## config.mk

```make
export PLATFORM = sky130hd
export DESIGN_NAME = active_deserialize
export DESIGN_NICKNAME = d
export VERILOG_FILES = /design/src/rtl/active_deserialize.sv
export SDC_FILE = /design/constraint.sdc
export NUM_CORES = 1
export LEC_CHECK = 0
export CORE_ASPECT_RATIO = 1.4
export CORE_MARGIN = 2
export CORE_UTILIZATION = 35
export CTS_CLUSTER_SIZE = 12
export DETAILED_ROUTE_END_ITERATION = 10
export MAX_ROUTING_LAYER = met4
export PLACE_DENSITY = 0.54
export SYNTH_ARGS = -nofsm -noshare
export SYNTH_HDL_FRONTEND = slang
export SYNTH_SLANG_ARGS = --single-unit
export TNS_END_PERCENT = 10
```

## constraint.sdc

```tcl
create_clock -name clk -period 5.4 [get_ports clk]
set_clock_uncertainty 0.1 [all_clocks]
set_input_delay 1.08 -clock clk [delete_from_list [all_inputs] [get_ports clk]]
set_output_delay 1.08 -clock clk [all_outputs]
set_load 0.005 [all_outputs]
```

## src/rtl/active_deserialize.sv

```systemverilog
// active_deserialize
// Packs a serial stream of {last, data} beats into one wide vector of NO lanes
// plus an active-lane count. It is the receiving end of the active-count
// serialization path.
//
// Ports:
//   clk        rising-edge clock
//   rst        asynchronous active-low reset
//   din_valid  input beat valid
//   din_ready  input beat ready (low only while a vector is held and not taken)
//   din_data   input beat {last, data[W_DATA-1:0]}
//   dout_valid output vector valid
//   dout_ready output vector ready
//   dout_data  output vector {active, lane[NO-1] .. lane[0]}, lane 0 in the LSBs;
//              lanes at or above active are driven as zero
//   overflow   one-cycle pulse when a vector closes at NO beats without last
module active_deserialize #(
  parameter int W_DATA   = 16,
  parameter int NO       = 4,
  parameter int W_ACTIVE = 3
) (
  input  logic                         clk,
  input  logic                         rst,
  input  logic                         din_valid,
  output logic                         din_ready,
  input  logic [W_DATA:0]              din_data,
  output logic                         dout_valid,
  input  logic                         dout_ready,
  output logic [W_ACTIVE+NO*W_DATA-1:0] dout_data,
  output logic                         overflow
);

  localparam int W_CNT = $clog2(NO);

  typedef enum logic {
    FILL = 1'b0,
    HOLD = 1'b1
  } state_e;

  state_e               state_q, state_d;
  logic [W_CNT-1:0]     cnt_q, cnt_d;
  logic [W_ACTIVE-1:0]  active_q, active_d;
  logic                 overflow_q, overflow_d;

  // Two lane banks: fill_q collects the vector under construction, out_q is
  // what is presented. Beats that arrive while a vector is held only ever
  // touch fill_q, so the presented lanes cannot change under the consumer.
  logic [W_DATA-1:0]    fill_q [NO];
  logic [W_DATA-1:0]    fill_d [NO];
  logic [W_DATA-1:0]    out_q  [NO];
  logic [W_DATA-1:0]    out_d  [NO];

  logic                 hold;
  logic                 accept;
  logic                 close_vec;
  logic                 beat_last;
  logic [W_DATA-1:0]    beat_data;

  assign hold       = (state_q == HOLD);
  assign beat_last  = din_data[W_DATA];
  assign beat_data  = din_data[W_DATA-1:0];

  // Taking a vector frees the output this cycle, so a new beat may be
  // accepted in the same cycle and back-to-back vectors need no bubble.
  assign din_ready  = !hold || dout_ready;
  assign accept     = din_valid && din_ready;
  assign close_vec  = accept && (beat_last || (cnt_q == W_CNT'(NO - 1)));

  assign dout_valid = hold;
  assign overflow   = overflow_q;

  always_comb begin
    state_d    = state_q;
    cnt_d      = cnt_q;
    active_d   = active_q;
    overflow_d = 1'b0;
    fill_d     = fill_q;
    out_d      = out_q;

    if (accept) begin
      for (int i = 0; i < NO; i++) begin
        if (W_CNT'(i) == cnt_q) begin
          fill_d[i] = beat_data;
        end
      end
      cnt_d = close_vec ? '0 : cnt_q + W_CNT'(1);
    end

    if (close_vec) begin
      // The closing beat goes straight into the output bank since it is not
      // yet visible in fill_q.
      for (int i = 0; i < NO; i++) begin
        out_d[i] = (W_CNT'(i) == cnt_q) ? beat_data : fill_q[i];
      end
      active_d   = W_ACTIVE'(cnt_q) + W_ACTIVE'(1);
      overflow_d = !beat_last;
      state_d    = HOLD;
    end else if (hold && dout_ready) begin
      state_d = FILL;
    end
  end

  always_ff @(posedge clk or negedge rst) begin
    if (!rst) begin
      state_q    <= FILL;
      cnt_q      <= '0;
      active_q   <= '0;
      overflow_q <= 1'b0;
      for (int i = 0; i < NO; i++) begin
        fill_q[i] <= '0;
        out_q[i]  <= '0;
      end
    end else begin
      state_q    <= state_d;
      cnt_q      <= cnt_d;
      active_q   <= active_d;
      overflow_q <= overflow_d;
      fill_q     <= fill_d;
      out_q      <= out_d;
    end
  end

  // Lanes beyond the active count may hold stale data from earlier vectors,
  // so they are masked to zero on the way out.
  always_comb begin
    dout_data = '0;
    for (int i = 0; i < NO; i++) begin
      dout_data[i*W_DATA +: W_DATA] = (W_ACTIVE'(i) < active_q) ? out_q[i] : '0;
    end
    dout_data[W_ACTIVE+NO*W_DATA-1 -: W_ACTIVE] = active_q;
  end

endmodule

```

==> impl_metrics.ini <==
[status]
status = completed

[synthesis]
syn_area_per_cell_sq_um = 14.5
synth_cells = 443
synth.yosys.seq_area_share_pct = 52.6
yosysWarningCount = 0
synthesis.area_sq_um = 6420
ys_types = 26
syn_nets = 468
synth_seq_cells = 135

[detailed_routing]
post-route-drc-count = 0
routed-via-count = 3770
first_pass_iters = 4
wl_per_cell_um = 18.2
via_per_inst = 4.81
ant_nets = 0
drtIter0Drc = 186
drt_wl_total_um = 14300

[grt]
globalRouteOverflowTotal = 0
antenna_found_initial = 0
grt_usage_pct = 15.6
grt_first_pass_wirelength_um = 22400
grt_pass1_vias = 3953
grt_max_degree = 94

[timing]
hold_viol = 0
tightest_slew_ns = 0.951
timing.final.ws_setup_ns = 1.79
min_period_ns = 3.61
period_share_pct = 66.8
fmax_mhz = 277
whs_ns = 0.397
finalSetupViolCount = 0
rsz0062_at_grt = no
tns_ns = 0
slew_viol_final = 0
relSlewSlack_pct = 36.6

[layout]
diodes = 0
n_fill_cell = 1694
layout.cells.non_filler = 783
post-route-util_pct = 45.1
syn_to_final_growth_pct = 26.3
layout-drive-gt1-share_pct = 44.0
nets = 557

[place]
io_buffer_count = 90
place_hpwl_um = 9200
place_inst = 753
dp_slack_ns = 1.81
place.gp.congestion = 0.699

[clock_network]
cts.clk_slew.worst_paths_ns = 0.06
cts_resized = 0
cts_tree = done
cts_root_buffer = clkbuf_16
cts_buffers = 17
hold_buffers = 0
htreeDepth = 4
cts.path.max_buffers = 2
clk_latency_ns = 0.41
cts_setup_buffers = 0
cts_sinks = 135

[worst_setup_path]
worstReg2RegStart = cnt_q[0]$_DFFE_PN0P_
crit_path_end_kind = output pin
reg2reg_depth = 6
startpoint_type = input port
crit_required_ns = 4.22
critPathMaxFanout = 11
r2r-end = out_q[38]$_DFFE_PN0P_
cp_data_arrival_time_ns = 2.43
crit_type = input port to output pin
reg2reg_slack_ns = 2.62

[floorplan]
ios = 91
die_width_um = 118
fp.dieH_um = 164
start_util_pct = 35.7
rows = 58
core_sq_um = 18000
dieArea_sq_um = 19400

[min_path]
holdPathStages = 1
hp-start = fill_q[34]$_DFFE_PN0P_
hold_end = fill_q[34]$_DFFE_PN0P_
hp-class = flop to flop

[power_and_ir_drop]
power.leakage_nw = 3.49
power_density_nw_per_um2 = 560
vdd_drop_max_uv = 214

[flow_run]
cap_viol_max_count = 0
## power by group
part	total [mW]	internal [mW]	switching, mW
Sequential	1.72	1.49	0.235
Clock	1.19	0.780	0.414
Combinational	1.62	1.08	0.543
## cell families after synthesis
family	synth area share (%)
muxes	35.1
DFF	52.6
and+or+nand+nor	8.03
buffers and inverters	2.79
AOI/OAI and AO/OA	0.663
adders and majority gates	0.780
## cell usage in the layout, fill, tap and decap left out, types with 3 or more instances in the layout
master           Yosys  routed
clkbuf_8             0       5
clkinv_2             0       3
buf_4                9       6
mux2_2             176     176
bufinv_16            0       3
nand3_2              3       3
and2_1              16      16
nor2b_1             39      39
and2b_1              9       9
clkdlybuf4s50_1      0      89
dfrtp_1            135     135
a21oi_1              3       3
mux2_4              18      18
clkbuf_16            0      17
ha_1                 4       4
## sequential cells by signal (all words and copies together), names as in the netlist
signal	count
overflow	1
out_q	64
cnt_q	2
dout_valid	1
active_q	3
fill_q	64
## critical path, stage by stage
cell             delay [ns]
clkdlybuf4s50_1        0.46
nand2b_2               0.32
clkdlybuf4s50_1        0.57
## synth_stat cells
cell type  instances  area share, %
nor3_1             1          0.078
mux2_4            18            4.2
a41o_1             1           0.16
and2_1            16            1.6
a21bo_2            1           0.16
nand2_1            1          0.058
inv_1              2           0.12
ha_1               4           0.78
dfrtp_1          135             53
nand3_2            3           0.47
mux2_2           176             31
buf_2              7           0.55
buf_6              4           0.70
nand2b_2           1           0.14
clkbuf_1           5           0.29
nor2b_1           39            3.8
and2b_1            9            1.1
buf_4              9            1.1
nand3b_4           1           0.31
nor2_2             1          0.098
clkbuf_2           1          0.078
o21bai_1           1           0.12
a21oi_1            3           0.23
nor2_1             2           0.12
nand3_4            1           0.27
nand3_1            1          0.078
## worst max path at each step
stage                       startpoint           end  slack (ns)  depth (start not counted)
3_5_place_dp                dout_ready     din_ready        1.81                          3
6_report                    dout_ready     din_ready        1.79                          3
5_1_grt        active_q[2]$_DFFE_PN0P_  dout_data[5]        1.71                          4
2_1_floorplan               dout_ready     din_ready        2.80                          2
4_1_cts                     dout_ready     din_ready        1.79                          3
3_3_place_gp                dout_ready     din_ready        1.83                          3
## per-layer routing
| layer | vias up | wire length [um] | share of wire, % | track usage [%] |
|---|---|---|---|---|
| met4 | 0 | 138 | 0.97 | 4.87 |
| met5 | - | 0 | 0 | - |
| met1 | 1970 | 6190 | 43 | 18.3 |
| met2 | 61 | 7580 | 53 | 27.0 |
| li1 | 1730 | - | - | - |
| met3 | 9 | 362 | 2.5 | 3.02 |
## metrics by stage
step	total power, mW	area, sq um
2_1_floorplan	2.70	6420
3_3_place_gp	3.34	7490
3_5_place_dp	3.39	7490
4_1_cts	4.61	8110
5_1_grt	4.82	8110
6_report	4.54	8110
## final cells by class
cell class | instances | area, sq um | share of cell area, %
clock inverter | 8 | 120 | 1.48
multi-input combinational | 280 | 2860 | 35.3
timing repair buffer | 96 | 947 | 11.7
sequential | 135 | 3380 | 41.7
clock buffer | 22 | 494 | 6.10
tap | 240 | 300 | 3.70
inverter | 2 | 7.51 | 0.0926
Power figures use the tool's default switching activity.
